### src/rtl/cke_period_monitor.sv
// Clock-enable period monitor: measures the spacing of iCke pulses, locks on a stable period,
// flags bad periods and missing pulses. Optional min/max outputs under `CKE_MON_MINMAX_EN`.
module cke_period_monitor #(
  parameter int pCntWidth = 16,
  parameter int pTol      = 2,
  parameter int pLockCnt  = 4
) (
  input  logic                 iSysClk,
  input  logic                 iSysRst,
  input  logic                 iEn,
  input  logic                 iCke,
  input  logic [pCntWidth-1:0] iExpect,
  input  logic                 iClr,
  output logic [pCntWidth-1:0] oPeriod,
  output logic                 oPeriodVld,
  output logic                 oLock,
  output logic                 oErr,
  output logic [7:0]           oMissCnt,
`ifdef CKE_MON_MINMAX_EN
  output logic [pCntWidth-1:0] oMinPeriod,
  output logic [pCntWidth-1:0] oMaxPeriod,
`endif
  output logic [1:0]           oState
);

  typedef enum logic [1:0] {IDLE = 2'd0, ARM = 2'd1, TRACK = 2'd2, LOCK = 2'd3} state_t;

  localparam int W1 = pCntWidth + 1;
  localparam logic [7:0] cLockLast = 8'(pLockCnt - 1);

  state_t               state;
  logic [pCntWidth-1:0] rCnt;
  logic [7:0]           goodCnt;

  logic [pCntWidth:0] cntExt, expExt, diff, limit;
  logic               goodPeriod, timeout;
  logic [7:0]         missBase, missNext;

  // Deviation and timeout limit are evaluated one bit wider so neither can wrap.
  assign cntExt     = {1'b0, rCnt};
  assign expExt     = {1'b0, iExpect};
  assign diff       = (cntExt >= expExt) ? (cntExt - expExt) : (expExt - cntExt);
  assign goodPeriod = (diff <= W1'(pTol));
  assign limit      = expExt + W1'(pTol);
  assign timeout    = (cntExt == limit);

  // A miss on the same clock as iClr counts from zero.
  assign missBase = iClr ? 8'd0 : oMissCnt;
  assign missNext = (missBase == 8'hFF) ? 8'hFF : (missBase + 8'd1);

  assign oState = state;

  always_ff @(posedge iSysClk or posedge iSysRst) begin
    if (iSysRst) begin
      state      <= IDLE;
      rCnt       <= '0;
      goodCnt    <= '0;
      oPeriod    <= '0;
      oPeriodVld <= 1'b0;
      oLock      <= 1'b0;
      oErr       <= 1'b0;
      oMissCnt   <= '0;
`ifdef CKE_MON_MINMAX_EN
      oMinPeriod <= '1;
      oMaxPeriod <= '0;
`endif
    end else begin
      oPeriodVld <= 1'b0;
      if (iClr) begin
        oErr     <= 1'b0;
        oMissCnt <= '0;
`ifdef CKE_MON_MINMAX_EN
        oMinPeriod <= '1;
        oMaxPeriod <= '0;
`endif
      end
      if (!iEn) begin
        state   <= IDLE;
        rCnt    <= '0;
        goodCnt <= '0;
        oLock   <= 1'b0;
      end else begin
        case (state)
          IDLE: state <= ARM;
          ARM: begin
            if (iCke && (iExpect != '0)) begin
              rCnt  <= pCntWidth'(1);
              state <= TRACK;
            end
          end
          default: begin
            if (iExpect == '0) begin
              state   <= ARM;
              rCnt    <= '0;
              goodCnt <= '0;
              oLock   <= 1'b0;
            end else if (iCke) begin
              oPeriod    <= rCnt;
              oPeriodVld <= 1'b1;
              rCnt       <= pCntWidth'(1);
`ifdef CKE_MON_MINMAX_EN
              oMinPeriod <= (iClr || (rCnt < oMinPeriod)) ? rCnt : oMinPeriod;
              oMaxPeriod <= (iClr || (rCnt > oMaxPeriod)) ? rCnt : oMaxPeriod;
`endif
              if (goodPeriod) begin
                if (state == TRACK) begin
                  if (goodCnt == cLockLast) begin
                    state <= LOCK;
                    oLock <= 1'b1;
                  end
                  goodCnt <= goodCnt + 8'd1;
                end
              end else begin
                goodCnt <= '0;
                if (state == LOCK) begin
                  oErr  <= 1'b1;
                  oLock <= 1'b0;
                  state <= TRACK;
                end
              end
            end else if (timeout) begin
              oMissCnt <= missNext;
              rCnt     <= pCntWidth'(1);
              goodCnt  <= '0;
              if (state == LOCK) begin
                oErr  <= 1'b1;
                oLock <= 1'b0;
                state <= TRACK;
              end
            end else if (rCnt != '1) begin
              rCnt <= rCnt + 1'b1;
            end
          end
        endcase
      end
    end
  end

endmodule

### config.mk
export PLATFORM = sky130hd
export DESIGN_NAME = cke_period_monitor
export DESIGN_NICKNAME = d
export VERILOG_FILES = /design/src/rtl/cke_period_monitor.sv
export SDC_FILE = /design/constraint.sdc
export NUM_CORES = 1
export LEC_CHECK = 0
export BUFFER_PORTS_ARGS = -buffer_cell sky130_fd_sc_hd__clkbuf_2
export CAP_MARGIN = 0
export CORE_UTILIZATION = 52
export CTS_CLUSTER_DIAMETER = 120
export DETAILED_ROUTE_END_ITERATION = 8
export GPL_TIMING_DRIVEN = 1
export PLACE_DENSITY_LB_ADDON = 0.15
export SLEW_MARGIN = 25
export SYNTH_ARGS = -nofsm -noshare
export SYNTH_HDL_FRONTEND = slang
export SYNTH_SLANG_ARGS = --single-unit
export TNS_END_PERCENT = 10
### constraint.sdc
create_clock -name iSysClk -period 4.1 [get_ports iSysClk]
set_input_delay 0.205 -clock iSysClk [delete_from_list [all_inputs] [get_ports iSysClk]]
set_output_delay 0.205 -clock iSysClk [all_outputs]
set_load 0.005 [all_outputs]
==> results.tsv <==
metric	value	unit
status	complete, no violations	
p_int	784.8	µW
final_hold_viol_count	0	
numPortBuffers	49	
die_h	102.0	µm
worst-path-max-fanout	7	
synth_edf_count	0	
r2r_cells	12	
drtIter0Drc	361	
clk_latency	320	ps
design.die.area	10410	µm²
grt_use_total	0.3016	
gp_congestion	1.023	
fmax	0.2610	GHz
r2r_setup_slack	270	ps
cp_data_arrival_time	4090	ps
area_delta_synth_final	9.767	%
seqPwrFrac	0.460	
routed_wl	15290	µm
tns	0	ps
start_util	0.5346	
numCtsBuffers	5	
async_reset_ff_frac	1.000	
endpoint_kind	flop	
r2r-end	oLock$_DFFE_PP0P_	
grt_max_degree	54	
p_leak	0.002545	µW
post_cts_buffers	0	
power_density	212.3	nW/µm²
cts_tree	yes	
pin_count	50	
layout-drive-gt1-share	0.1383	
fin_crit_sh	0.9345	
hold_class	input port to flop	
netlist_area	5201	µm²
critPathKind	flop to flop	
final-seq-area	1326	µm²
yosys_most_used_dff	dfrtp_1	
p_comb_frac	0.284	
irDropWorstVdd	163.8	µV
fillers	929	
slew_violations	0	
route.detailed.wl_per_inst	18.01	µm
place_ws	237.7	ps
clkTransAtPathRegs	100	ps
clkSinkCount	53	
cts_htree_levels	2	
avgSynthCellArea	7.728	µm²
switching_share	0.3527	
yosysWarnings	0	
post-route-util	0.5868	
rsz0062_at_grt	false	
yosysUniqueCellTypes	81	
setup_violations	0	
drc	0	
worstPathRequired	4360	ps
die_x	102.0	µm
syn-num-nets	732	
synth_area_leaders	dfrtp_1, ha_1, o21ai_0, nand2_1, inv_1	
grt_pass1_vias	4673	
viasPerCell	6.174	
num-nets-final	774	
fin_total_pwr	1212	µW
reg2reg_from	rCnt[1]$_DFFE_PP0P_	
holdPathStages	2	
hold_path_end	oMissCnt[4]$_DFF_PP0_	
worst_slew_pin_slew	893.9	ps
overflow	0	
fin_hold_ws	208.3	ps
core-area	9729	µm²
n_antenna_cell	0	
yosysTopAreaCell	dfrtp_1	
ys_ff_latch	53	
cap_violations	0	
fin_skew	9.211	ps
detail-route-antenna-nets	0	
first_pass_iters	5	
antenna_found_initial	0	
start_kind	flop	
hp-start	iClr	
root_buffer	clkbuf_8	
slew_headroom	0.3986	
layout_setup_ws	268.5	ps
multi_input_area	3505	µm²
min_period	3831	ps
power.switching	427.6	µW
yosys.area.top_type_share	0.2550	
synth-seq-area-share	0.2550	
synthCells	673	
rows	36	
p_clk_frac	0.256	
grt_pass1_wl	24340	µm
cts.path.max_buffers	2	
num_vias	5242	
dp_hpwl	12020	µm
[metrics by stage]
step | instances | area (µm²)
4_1_cts | 849 | 5703
3_5_place_dp | 840 | 5607
3_3_place_gp | 840 | 5604
2_1_floorplan | 673 | 5201
6_report | 849 | 5709
5_1_grt | 849 | 5709
[layout make-up]
type                            instances  share of cell area
Multi-Input combinational cell        528              0.6138
Clock inverter                          2            0.002411
Tap cell                              133             0.02915
Clock buffer                            6             0.01271
Timing Repair Buffer                   71             0.07232
Inverter                               56             0.03726
Sequential cell                        53              0.2323
[how the worst max path moves through the flow]
stage / startpoint / end / slack, ps / cells past startpoint
after CTS: rCnt[1]$_DFFE_PP0P_ / oLock$_DFFE_PP0P_ / 210 / 12
after floorplan: rCnt[0]$_DFFE_PP0P_ / oState[0]$_DFFE_PP0P_ / 790 / 13
after detailed placement: rCnt[1]$_DFFE_PP0P_ / oLock$_DFFE_PP0P_ / 240 / 12
after global routing: rCnt[1]$_DFFE_PP0P_ / goodCnt[1]$_DFFE_PP0P_ / 20 / 12
final: rCnt[1]$_DFFE_PP0P_ / oLock$_DFFE_PP0P_ / 270 / 12
after global placement: iExpect[4] / oLock$_DFFE_PP0P_ / 350 / 13
[flip-flops by register name, summed over array words and instances (netlist names)]
signal      cells
oErr            1
goodCnt         8
oMissCnt        8
rCnt           16
oState          2
oPeriodVld      1
oLock           1
oPeriod        16
[power groups by stage]
stage | Combinational [µW] | Clock (µW) | Sequential, µW
final | 344 | 311 | 557
after global routing | 379 | 337 | 559
after CTS | 338 | 320 | 557
after detailed placement | 335 | 0 | 567
after global placement | 335 | 0 | 566
after floorplan | 236 | 0 | 561
[critical path, cell delays in order (launching register included)]
cell,delay [ps]
dfrtp_1,480
inv_1,140
fa_1,460
a21o_1,200
a22oi_1,260
a2111oi_0,200
o31a_1,330
or4b_1,500
a32oi_1,350
inv_1,140
nor3_4,360
o21ai_2,180
a21oi_1,150
[cells in the mapped netlist, types with 3 or more instances]
| master | n |
|---|---|
| nand3_1 | 26 |
| nor2b_1 | 7 |
| ha_1 | 36 |
| inv_1 | 55 |
| o21ai_1 | 9 |
| nand2b_1 | 12 |
| a22oi_1 | 4 |
| dfrtp_1 | 53 |
| o31a_1 | 3 |
| xor2_1 | 8 |
| a211oi_1 | 8 |
| nor2_1 | 52 |
| xnor2_1 | 22 |
| and2_1 | 4 |
| a21o_1 | 13 |
| and4_1 | 4 |
| buf_4 | 5 |
| nand3b_1 | 4 |
| or3_1 | 6 |
| o31ai_1 | 8 |
| buf_2 | 3 |
| nor3b_1 | 3 |
| nor3_2 | 3 |
| a21boi_0 | 3 |
| nor4_1 | 13 |
| nand4_1 | 12 |
| o211ai_1 | 12 |
| a21oi_1 | 41 |
| o21ai_0 | 57 |
| a31oi_1 | 8 |
| o21a_1 | 4 |
| clkbuf_1 | 24 |
| nand2_1 | 56 |
| o2111ai_1 | 5 |
| and3_1 | 17 |
| mux2i_1 | 4 |
| o22ai_1 | 3 |
| nor3_1 | 16 |
[cells in the final DEF, fill, tap and decap left out, drive strengths merged, types with 22 or more instances in the layout]
| master | n |
|---|---|
| clkbuf | 55 |
| ha | 36 |
| o21ai | 67 |
| nor2 | 52 |
| nand2 | 57 |
| inv | 56 |
| xnor2 | 22 |
| dfrtp | 53 |
| a21oi | 42 |
| nand3 | 26 |
[kinds of logic (layout without fill, tap and decap cells)]
| family | count (synthesis) | after routing | share of synthesized area |
|---|---|---|---|
| compound gates | 207 | 207 | 0.2651 |
| simple gates | 248 | 248 | 0.2528 |
| fa+ha+maj | 38 | 38 | 0.09430 |
| flops | 53 | 53 | 0.2550 |
| mux | 5 | 5 | 0.009863 |
| buf+inv | 92 | 135 | 0.07241 |
| xor+xnor | 30 | 30 | 0.05052 |
[per-layer routing]
| layer | vias up | wire length (µm) | track usage |
|---|---|---|---|
| met5 | - | 0 | 0 |
| met4 | 0 | 385 | 0.09780 |
| li1 | 2515 | - | - |
| met3 | 34 | 1104 | 0.03078 |
| met2 | 217 | 6971 | 0.4677 |
| met1 | 2476 | 6832 | 0.4388 |
[timing repair]
action	in CTS	in global routing
gates resized for setup	0	1
endpoints found under the setup margin	0	10
hold buffers	1	0
hold endpoints to repair	34	0
No activity file was read; power rests on OpenSTA's default activity.
